--- config.mk ---
export PLATFORM = sky130hd
export DESIGN_NAME = fire_detector
export DESIGN_NICKNAME = d
export VERILOG_FILES = /design/src/rtl/fire_detector.sv
export SDC_FILE = /design/constraint.sdc
export NUM_CORES = 1
export LEC_CHECK = 0
export CORE_MARGIN = 3
export CORE_UTILIZATION = 30
export CTS_BUF_LIST = sky130_fd_sc_hd__clkbuf_16
export DETAILED_ROUTE_END_ITERATION = 7
export HOLD_SLACK_MARGIN = 0.15
export SKIP_LAST_GASP = 1
export SYNTH_ARGS = -nofsm -noshare
export SYNTH_HDL_FRONTEND = slang
export SYNTH_SLANG_ARGS = --single-unit
--- constraint.sdc ---
create_clock -name clk -period 1.87 [get_ports clk]
set_input_delay 0.374 -clock clk [delete_from_list [all_inputs] [get_ports clk]]
set_output_delay 0.374 -clock clk [all_outputs]
set_load 0.02 [all_outputs]
--- src/rtl/fire_detector.sv ---
// Fire sensor front end: smoke synchroniser, temperature hysteresis, confirm/hold FSM.
// Optional sample watchdog (fail-safe alarm on missing samples) when FIRE_WATCHDOG_EN is defined.
module fire_detector #(
  parameter int TEMP_W         = 8,
  parameter int TEMP_THRESH    = 60,
  parameter int HYST           = 4,
  parameter int CONFIRM_CYCLES = 16,
  parameter int HOLD_CYCLES    = 64,
  parameter int WDOG_CYCLES    = 1024
) (
  input  logic              clk,
  input  logic              reset_n,
  input  logic              smoke_raw,
  input  logic              sample_valid,
  input  logic [TEMP_W-1:0] temp_raw,
  input  logic              clear,
  output logic              fire_sensor,
  output logic [1:0]        state,
  output logic              fault
);

  typedef enum logic [1:0] {
    S_IDLE    = 2'd0,
    S_CONFIRM = 2'd1,
    S_FIRE    = 2'd2,
    S_HOLD    = 2'd3
  } state_t;

  localparam int CNT_MAX = (CONFIRM_CYCLES > HOLD_CYCLES) ? CONFIRM_CYCLES : HOLD_CYCLES;
  localparam int CNT_W   = $clog2(CNT_MAX + 1);
  localparam logic [CNT_W-1:0]  CNT_CONF = CNT_W'(CONFIRM_CYCLES);
  localparam logic [CNT_W-1:0]  CNT_HOLD = CNT_W'(HOLD_CYCLES);
  localparam logic [CNT_W-1:0]  CNT_ONE  = CNT_W'(1);
  localparam logic [TEMP_W-1:0] T_HI     = TEMP_W'(TEMP_THRESH);
  localparam logic [TEMP_W-1:0] T_LO     = TEMP_W'(TEMP_THRESH - HYST);

  if (CONFIRM_CYCLES < 1 || HOLD_CYCLES < 1 || HYST > TEMP_THRESH || WDOG_CYCLES < 1) begin : g_bad_param
    $error("fire_detector: illegal parameter combination");
  end

  logic             r_smoke_meta;
  logic             r_smoke_s;
  logic             r_temp_hot;
  state_t           r_state;
  state_t           w_state_nxt;
  logic [CNT_W-1:0] r_cnt;
  logic [CNT_W-1:0] w_cnt_nxt;
  logic             r_fire;
  logic             r_fault;
  logic             w_temp_over;
  logic             w_haz;
  logic             w_wdog_trip;
  logic             w_fire_nxt;
  logic             w_fault_nxt;

  assign w_temp_over = r_temp_hot ? (temp_raw >= T_LO) : (temp_raw >= T_HI);
  assign w_haz       = sample_valid & (r_smoke_s | w_temp_over);

  always_ff @(posedge clk or negedge reset_n) begin
    if (!reset_n) begin
      r_smoke_meta <= 1'b0;
      r_smoke_s    <= 1'b0;
      r_temp_hot   <= 1'b0;
    end else begin
      r_smoke_meta <= smoke_raw;
      r_smoke_s    <= r_smoke_meta;
      if (sample_valid) begin
        if (temp_raw >= T_HI)     r_temp_hot <= 1'b1;
        else if (temp_raw < T_LO) r_temp_hot <= 1'b0;
      end
    end
  end

`ifdef FIRE_WATCHDOG_EN
  localparam int WDOG_W = $clog2(WDOG_CYCLES + 1);
  localparam logic [WDOG_W-1:0] WDOG_MAX = WDOG_W'(WDOG_CYCLES);
  localparam logic [WDOG_W-1:0] WDOG_ONE = WDOG_W'(1);

  logic [WDOG_W-1:0] r_wdog;
  logic [WDOG_W-1:0] w_wdog_nxt;

  always_comb begin
    w_wdog_nxt = r_wdog;
    if (clear || sample_valid)  w_wdog_nxt = '0;
    else if (r_wdog != WDOG_MAX) w_wdog_nxt = r_wdog + WDOG_ONE;
  end

  always_ff @(posedge clk or negedge reset_n) begin
    if (!reset_n) r_wdog <= '0;
    else          r_wdog <= w_wdog_nxt;
  end

  // Trip stays asserted for as long as the counter sits at its saturated value.
  assign w_wdog_trip = (w_wdog_nxt == WDOG_MAX);
`else
  assign w_wdog_trip = 1'b0;
`endif

  always_comb begin
    w_state_nxt = r_state;
    w_cnt_nxt   = r_cnt;
    if (clear) begin
      w_state_nxt = S_IDLE;
      w_cnt_nxt   = '0;
    end else begin
      unique case (r_state)
        S_IDLE: begin
          if (w_haz) begin
            w_cnt_nxt   = CNT_ONE;
            w_state_nxt = (CONFIRM_CYCLES == 1) ? S_FIRE : S_CONFIRM;
          end
        end
        S_CONFIRM: begin
          if (w_haz) begin
            if (r_cnt >= CNT_CONF - CNT_ONE) begin
              w_cnt_nxt   = CNT_CONF;
              w_state_nxt = S_FIRE;
            end else begin
              w_cnt_nxt = r_cnt + CNT_ONE;
            end
          end else if (sample_valid) begin
            w_cnt_nxt   = '0;
            w_state_nxt = S_IDLE;
          end
        end
        S_FIRE: begin
          if (sample_valid && !w_haz) begin
            w_cnt_nxt   = CNT_HOLD;
            w_state_nxt = S_HOLD;
          end
        end
        S_HOLD: begin
          // A hazard wins even on the cycle the hold count expires.
          w_cnt_nxt = (r_cnt == '0) ? '0 : r_cnt - CNT_ONE;
          if (w_haz)              w_state_nxt = S_FIRE;
          else if (r_cnt <= CNT_ONE) w_state_nxt = S_IDLE;
        end
        default: begin
          w_state_nxt = S_IDLE;
          w_cnt_nxt   = '0;
        end
      endcase
    end
  end

  assign w_fire_nxt  = (w_state_nxt == S_FIRE) || (w_state_nxt == S_HOLD) || w_wdog_trip;
  assign w_fault_nxt = clear ? 1'b0
                             : (r_fault | (sample_valid & (&temp_raw)) | w_wdog_trip);

  always_ff @(posedge clk or negedge reset_n) begin
    if (!reset_n) begin
      r_state <= S_IDLE;
      r_cnt   <= '0;
      r_fire  <= 1'b0;
      r_fault <= 1'b0;
    end else begin
      r_state <= w_state_nxt;
      r_cnt   <= w_cnt_nxt;
      r_fire  <= w_fire_nxt;
      r_fault <= w_fault_nxt;
    end
  end

  assign fire_sensor = r_fire;
  assign state       = r_state;
  assign fault       = r_fault;

endmodule
Word-level counts from Yosys, hierarchy flattened
Index checks and enable logic that the tools add are counted.
{ "op_classes": {"n_reduce_logical": 9, "n_mux": 21, "n_bitwise": 4, "eq_ne": 8, "add_sub_neg": 2, "n_lt_le_gt_ge": 5} }
{ "ops": {"columns": ["op", "n"], "rows": [
  ["$mux 7", 7],
  ["$pmux 7 s4", 1],
  ["$ge 8x6->1 const B", 2],
  ["$mux 2", 8],
  ["$eq 2x2->1 const B", 4],
  ["$lt 8x6->1 const B", 1],
  ["$pmux 2 s4", 1],
  ["$reduce_and 8->1", 1],
  ["$add 7x1->7 const B", 1],
  ["$ge 7x4->1 const B", 1],
  ["$le 7x1->1 const B", 1],
  ["$logic_not 7->1", 1],
  ["$sub 7x1->7 const B", 1],
  ["$ne 3x3->1 const B", 2],
  ["$mux 1", 4],
  ["$ne 4x4->1 const B", 1],
  ["$reduce_and 3->1", 1],
  ["$and 1x1->1", 2],
  ["$eq 2x1->1 const B", 1],
  ["$logic_not 2->1", 1],
  ["$or 1x1->1", 2],
  ["$reduce_and 2->1", 1],
  ["$reduce_bool 2->1", 1],
  ["$logic_and 1x1->1", 1],
  ["2 further kinds", 2]
]} }
{ "word_totals": {"elab_cells": 56, "inputBits": 13, "reg_bits": 14, "output_inout_bits": 4} }

Depth between registers and ports, before layout
{ "depth": {"word_depth": 11, "ltp_mapped": 7, "ltp_nobuf": 7} }

Worst setup path before layout
Ideal clock, no wire load.
{ "synth_timing": {"path_kind": "reg2reg", "from": "reg r_smoke_s", "to": "reg r_cnt[2]", "period_less_slack_ns": 1.802, "slack_ns": 0.068, "setup_time_ns": 0.066, "t_arrival_ns": 1.736, "path_stages_with_launch": 6, "path_buffers": 0, "required_ns": 1.804, "path_cell_list": "dfrtp_1 > or3_4 > or3_4 > a311oi_4 > a31o_1 > a22o_1"} }
{ "synth_between": {"elab_chain_cells": 6, "elab_cells_between_ends": 11, "classes_between": "eq/ne: 3; mux: 3; bitwise: 2; reduce/logical: 3"} }
{ "synth_rtl": {"columns": ["item", "line_no", "source"], "rows": [
  ["start, declared", "42", "logic r_smoke_s;"],
  ["start signal, assigned", "66", "r_smoke_s <= r_smoke_meta;"],
  ["$or 1x1->1 *", "57", "assign w_haz = sample_valid & (r_smoke_s | w_temp_over);"],
  ["$and 1x1->1 *", "57", null],
  ["$logic_not 1->1", "127", "if (sample_valid && !w_haz) begin"],
  ["$logic_and 1x1->1", "127", null],
  ["$ne 3x3->1 (no source line)", null, null],
  ["$reduce_and 3->1 (no source line)", null, null],
  ["end signal, assigned", "158", "r_cnt <= w_cnt_nxt;"],
  ["end, declared", "46", "logic [CNT_W-1:0] r_cnt;"]
]} }
Mark *: on every way between the ends. The rest lies on a longest branch, timed or not.
A chain may end at the register's enable or synchronous reset.

Final worst setup path
{ "layout_timing": {"from": "in temp_raw[4]", "to": "reg r_cnt[4]"} }
{ "layout_between": {"elab_chain_cells": 8, "elab_cells_between_ends": 14, "classes_between": "order compare: 2; eq/ne: 3; mux: 4; bitwise: 2; reduce/logical: 3"} }
{ "layout_rtl": {"columns": ["item", "line_no", "source"], "rows": [
  ["start, declared", "15", "input logic [TEMP_W-1:0] temp_raw,"],
  ["$ge 8x6->1", "56", "assign w_temp_over = r_temp_hot ? (temp_raw >= T_LO) : (temp_raw >= T_HI);"],
  ["$mux 1 *", "56", null],
  ["$or 1x1->1 *", "57", null],
  ["$and 1x1->1 *", "57", null],
  ["$logic_not 1->1", "127", null],
  ["$logic_and 1x1->1", "127", null],
  ["$ne 3x3->1 (no source line)", null, null],
  ["$reduce_and 3->1 (no source line)", null, null]
]} }
Marks and branches as above.

==> flow_metrics.env <==
export IMPL_status="complete, no violations"
export IMPL_critical_path_cell_chain="clkdlybuf4s50_1, o2111a_2, or3_4, a311oi_4, buf_6, a22o_1"
export IMPL_row_count=20
export IMPL_grt_max_degree=15
export IMPL_clkSinkCount=14
export IMPL_leading_post_synthesis_cells_by_cell_area="dfrtp_1 36%, ha_1 5.1%, nor2_1 5.0%, a22o_1 4.5%, a21oi_1 3.1%"
export IMPL_cts_tree="yes"
export IMPL_worst_r2r_cell_count=5
export IMPL_power_density_of_the_placed_cells_nw_per_um2=622
export IMPL_cp_top_family="compound AO/OA/AOI/OAI gates"
export IMPL_library_cell_occupying_the_most_area_in_the_post_synthesis_netlist="dfrtp_1"
export IMPL_timing_final_crit_period_ps=1810
export IMPL_port_buffers=16
export IMPL_fill_cells=296
export IMPL_syn_mean_instance_area_sq_um=8.83
export IMPL_worst_path_stages=6
export IMPL_core_region_area_sq_um=3080
export IMPL_synth_net_count=128
export IMPL_setup_tns_after_final_layout_ps=0
export IMPL_synthesis_area_sq_um=980
export IMPL_synth_top_area_share_pct=35.8
export IMPL_peakVddDrop_v=0.000282
export IMPL_synth_warnings=0
export IMPL_timing_critical_path_buf_inv=2
export IMPL_timing_fmax_mhz=553
export IMPL_n_antenna_cell=0
export IMPL_clock_path_buffers=2
export IMPL_die_width_microns=63.1
export IMPL_synth_seq_cells=14
export IMPL_grt_pass1_wl_microns=5060
export IMPL_total_grt_usage_pct=16.3
export IMPL_initial_core_util_pct=31.8
export IMPL_critical_path_required_ps=2050
export IMPL_setup_worst_path_end_class="flip-flop"
export IMPL_ff_latch_area_sq_um=353
export IMPL_netlist_cell_type_count=36
export IMPL_hold_depth=0
export IMPL_finalSetupViolations=0
export IMPL_post_route_clock_period_utilization_pct=96.7
export IMPL_total_leakage_power_nw=0.630
export IMPL_worst_setup_path_start_kind="input pin"
export IMPL_drt_wirelength_per_cell_microns=15.4
export IMPL_clock_skew_ps=2.17
export IMPL_clk_root_buffer_cell="clkbuf_16"
export IMPL_total_die_area_sq_um=3990
export IMPL_io_pins=17
export IMPL_actual_transition_at_the_worst_max_transition_pin_ps=380
export IMPL_crit_path_class="input pin to flip-flop"
export IMPL_final_max_slew_violation_count=0
export IMPL_post_layout_inst_area_sq_um=1490
export IMPL_clkTransAtPathRegs_ps=50
export IMPL_drv_cap=0
export IMPL_final_layout_size_suffix_gt1_share_pct=27.5
export IMPL_htree_num_levels=1
export IMPL_initial_antenna_violation_count=0
export IMPL_drt_first_pass_iters=4
export IMPL_multiInputGateArea_sq_um=608
export IMPL_synth_yosys_seq_area_share_pct=35.8
export IMPL_vias=1084
export IMPL_drt_initial_drc_count=51
export IMPL_nets=171
export IMPL_routed_via_density=5.50
export IMPL_timing_slew_headroom_pct=74.6
export IMPL_fin_worst_hold_slack_ps=352
export IMPL_routed_wirelength_microns=3030
export IMPL_insertion_delay_ps=240
export IMPL_die_y_microns=63.1
export IMPL_globalRouteOverflowTotal=0
export IMPL_drc_errors=0
export IMPL_crit_path_max_delay_cell_type="clkdlybuf4s50_1"
export IMPL_worst_hold_path_type="flip-flop to flip-flop"
export IMPL_final_hold_viol_count=0
export IMPL_cp_data_arrival_time_ps=1990
export IMPL_placement_cell_area_sq_um=1360
export IMPL_syn_to_final_growth_pct=52.0
export IMPL_worstPathMaxFanout=6
export IMPL_cts_buffers=3
export IMPL_postSynthCellCount=111
export IMPL_via_count_of_the_first_global_routing_pass=1115
export IMPL_globalplace_congestion=0.774
export IMPL_hpwlAfterDp_microns=2230
export IMPL_detail_route_antenna_nets=0
export IMPL_design_power_total_mw=0.926
export IMPL_critPathMaxStageDelay_ps=440
## cells in the mapped netlist
cell type and count:
a211oi_1 1, a21oi_1 6, a22o_1 5, a22oi_1 2, a311oi_1 1, a311oi_4 1
a31o_1 1, a31o_2 1, a31oi_1 3, a32o_1 2, clkbuf_1 5, dfrtp_1 14
ha_1 4, inv_1 6, mux2i_1 2, nand2_1 7, nand3_1 4, nand3b_1 3
nand4_1 3, nor2_1 13, nor2b_1 2, nor3_1 6, nor3_2 1, nor3b_1 1
o2111a_1 1, o2111ai_1 2, o211ai_1 2, o21a_1 1, o21ai_0 1, o21ai_1 2
o22ai_1 1, o311ai_0 1, o32ai_1 1, or3_1 2, or3_4 2, xnor2_1 1
## layout by cell type, fill, tap and decap left out, drive strengths merged, types with 2 or more instances in the layout
cell / instances
a311oi: 2
mux2i: 2
nand2: 7
a21oi: 6
a31o: 2
nor2b: 2
nand4: 3
a22o: 5
nand3b: 3
inv: 6
a32o: 2
dlymetal6s2s: 2
nor2: 13
buf: 27
o211ai: 2
dfrtp: 14
o21ai: 3
a22oi: 2
clkdlybuf4s50: 13
o2111ai: 2
clkbuf: 3
a31oi: 3
nor3: 7
or3: 4
ha: 4
nand3: 4
## per-layer routing
layer | GRT usage [%] | up-vias | share of wire [%] | wire length, microns
met4 | 9.09 | 0 | 3.3 | 100
met5 | 0 | - | 0 | 0
met3 | 3.74 | 10 | 3.6 | 108
met1 | 16.5 | 534 | 40 | 1220
li1 | - | 508 | - | -
met2 | 30.2 | 32 | 53 | 1610
## flip-flops by register name, indices dropped and copies added, names as in the netlist
register / cells
fire_sensor: 1
r_smoke_meta: 1
r_smoke_s: 1
r_temp_hot: 1
fault: 1
state: 2
r_cnt: 7
## final cells by class
cell class                 instances  area share [%]
clock buffer                       3            5.04
clock inverter                     1           0.252
inverter                           6            1.51
multi-input combinational         86            40.8
sequential                        14            23.7
tap                               44            3.70
timing repair buffer              43            25.0
## through the flow
stage / utilization, % / cells / worst slack (ps)
2_1_floorplan: - / 111 / 67.5
3_5_place_dp: 44.3 / 191 / -369
5_1_grt: 48.4 / 197 / -13.3
3_3_place_gp: 44.3 / 191 / -345
4_1_cts: 47.4 / 195 / 10.8
6_report: 48.4 / 197 / 61.6
## cells by family (layout without fill, tap and decap cells)
group / after synthesis / after routing / share of synthesized area, %
simple gates: 44 / 44 / 23.6
mux: 2 / 2 / 2.04
fa+ha+maj: 4 / 4 / 5.11
flops: 14 / 14 / 35.8
compound gates: 35 / 35 / 28.4
xor+xnor: 1 / 1 / 0.894
buf+inv: 11 / 53 / 4.21
## worst paths after layout
path | start | end | slack (ps)
max | temp_raw[4] | r_cnt[4] | 60
min | r_smoke_meta | r_smoke_s | 350
max in group asynchronous | reset_n | state[1] | 1240
min reg2reg | r_smoke_meta | r_smoke_s | 350
max reg2reg | r_smoke_s | r_cnt[4] | 90
min in group asynchronous | reset_n | r_smoke_meta | 440
## timing repair
item	4_1_cts	5_1_grt
pin swaps	3	7
hold buffers	0	0
setup buffers	0	2
setup endpoints to repair	8	8
resized for setup	7	5
## power by group
part	internal, mW	switching (mW)
clock	0.283	0.126
sequential	0.313	0.00969
combinational	0.101	0.0934
total	0.697	0.229
(Power assumes the default switching activity.)
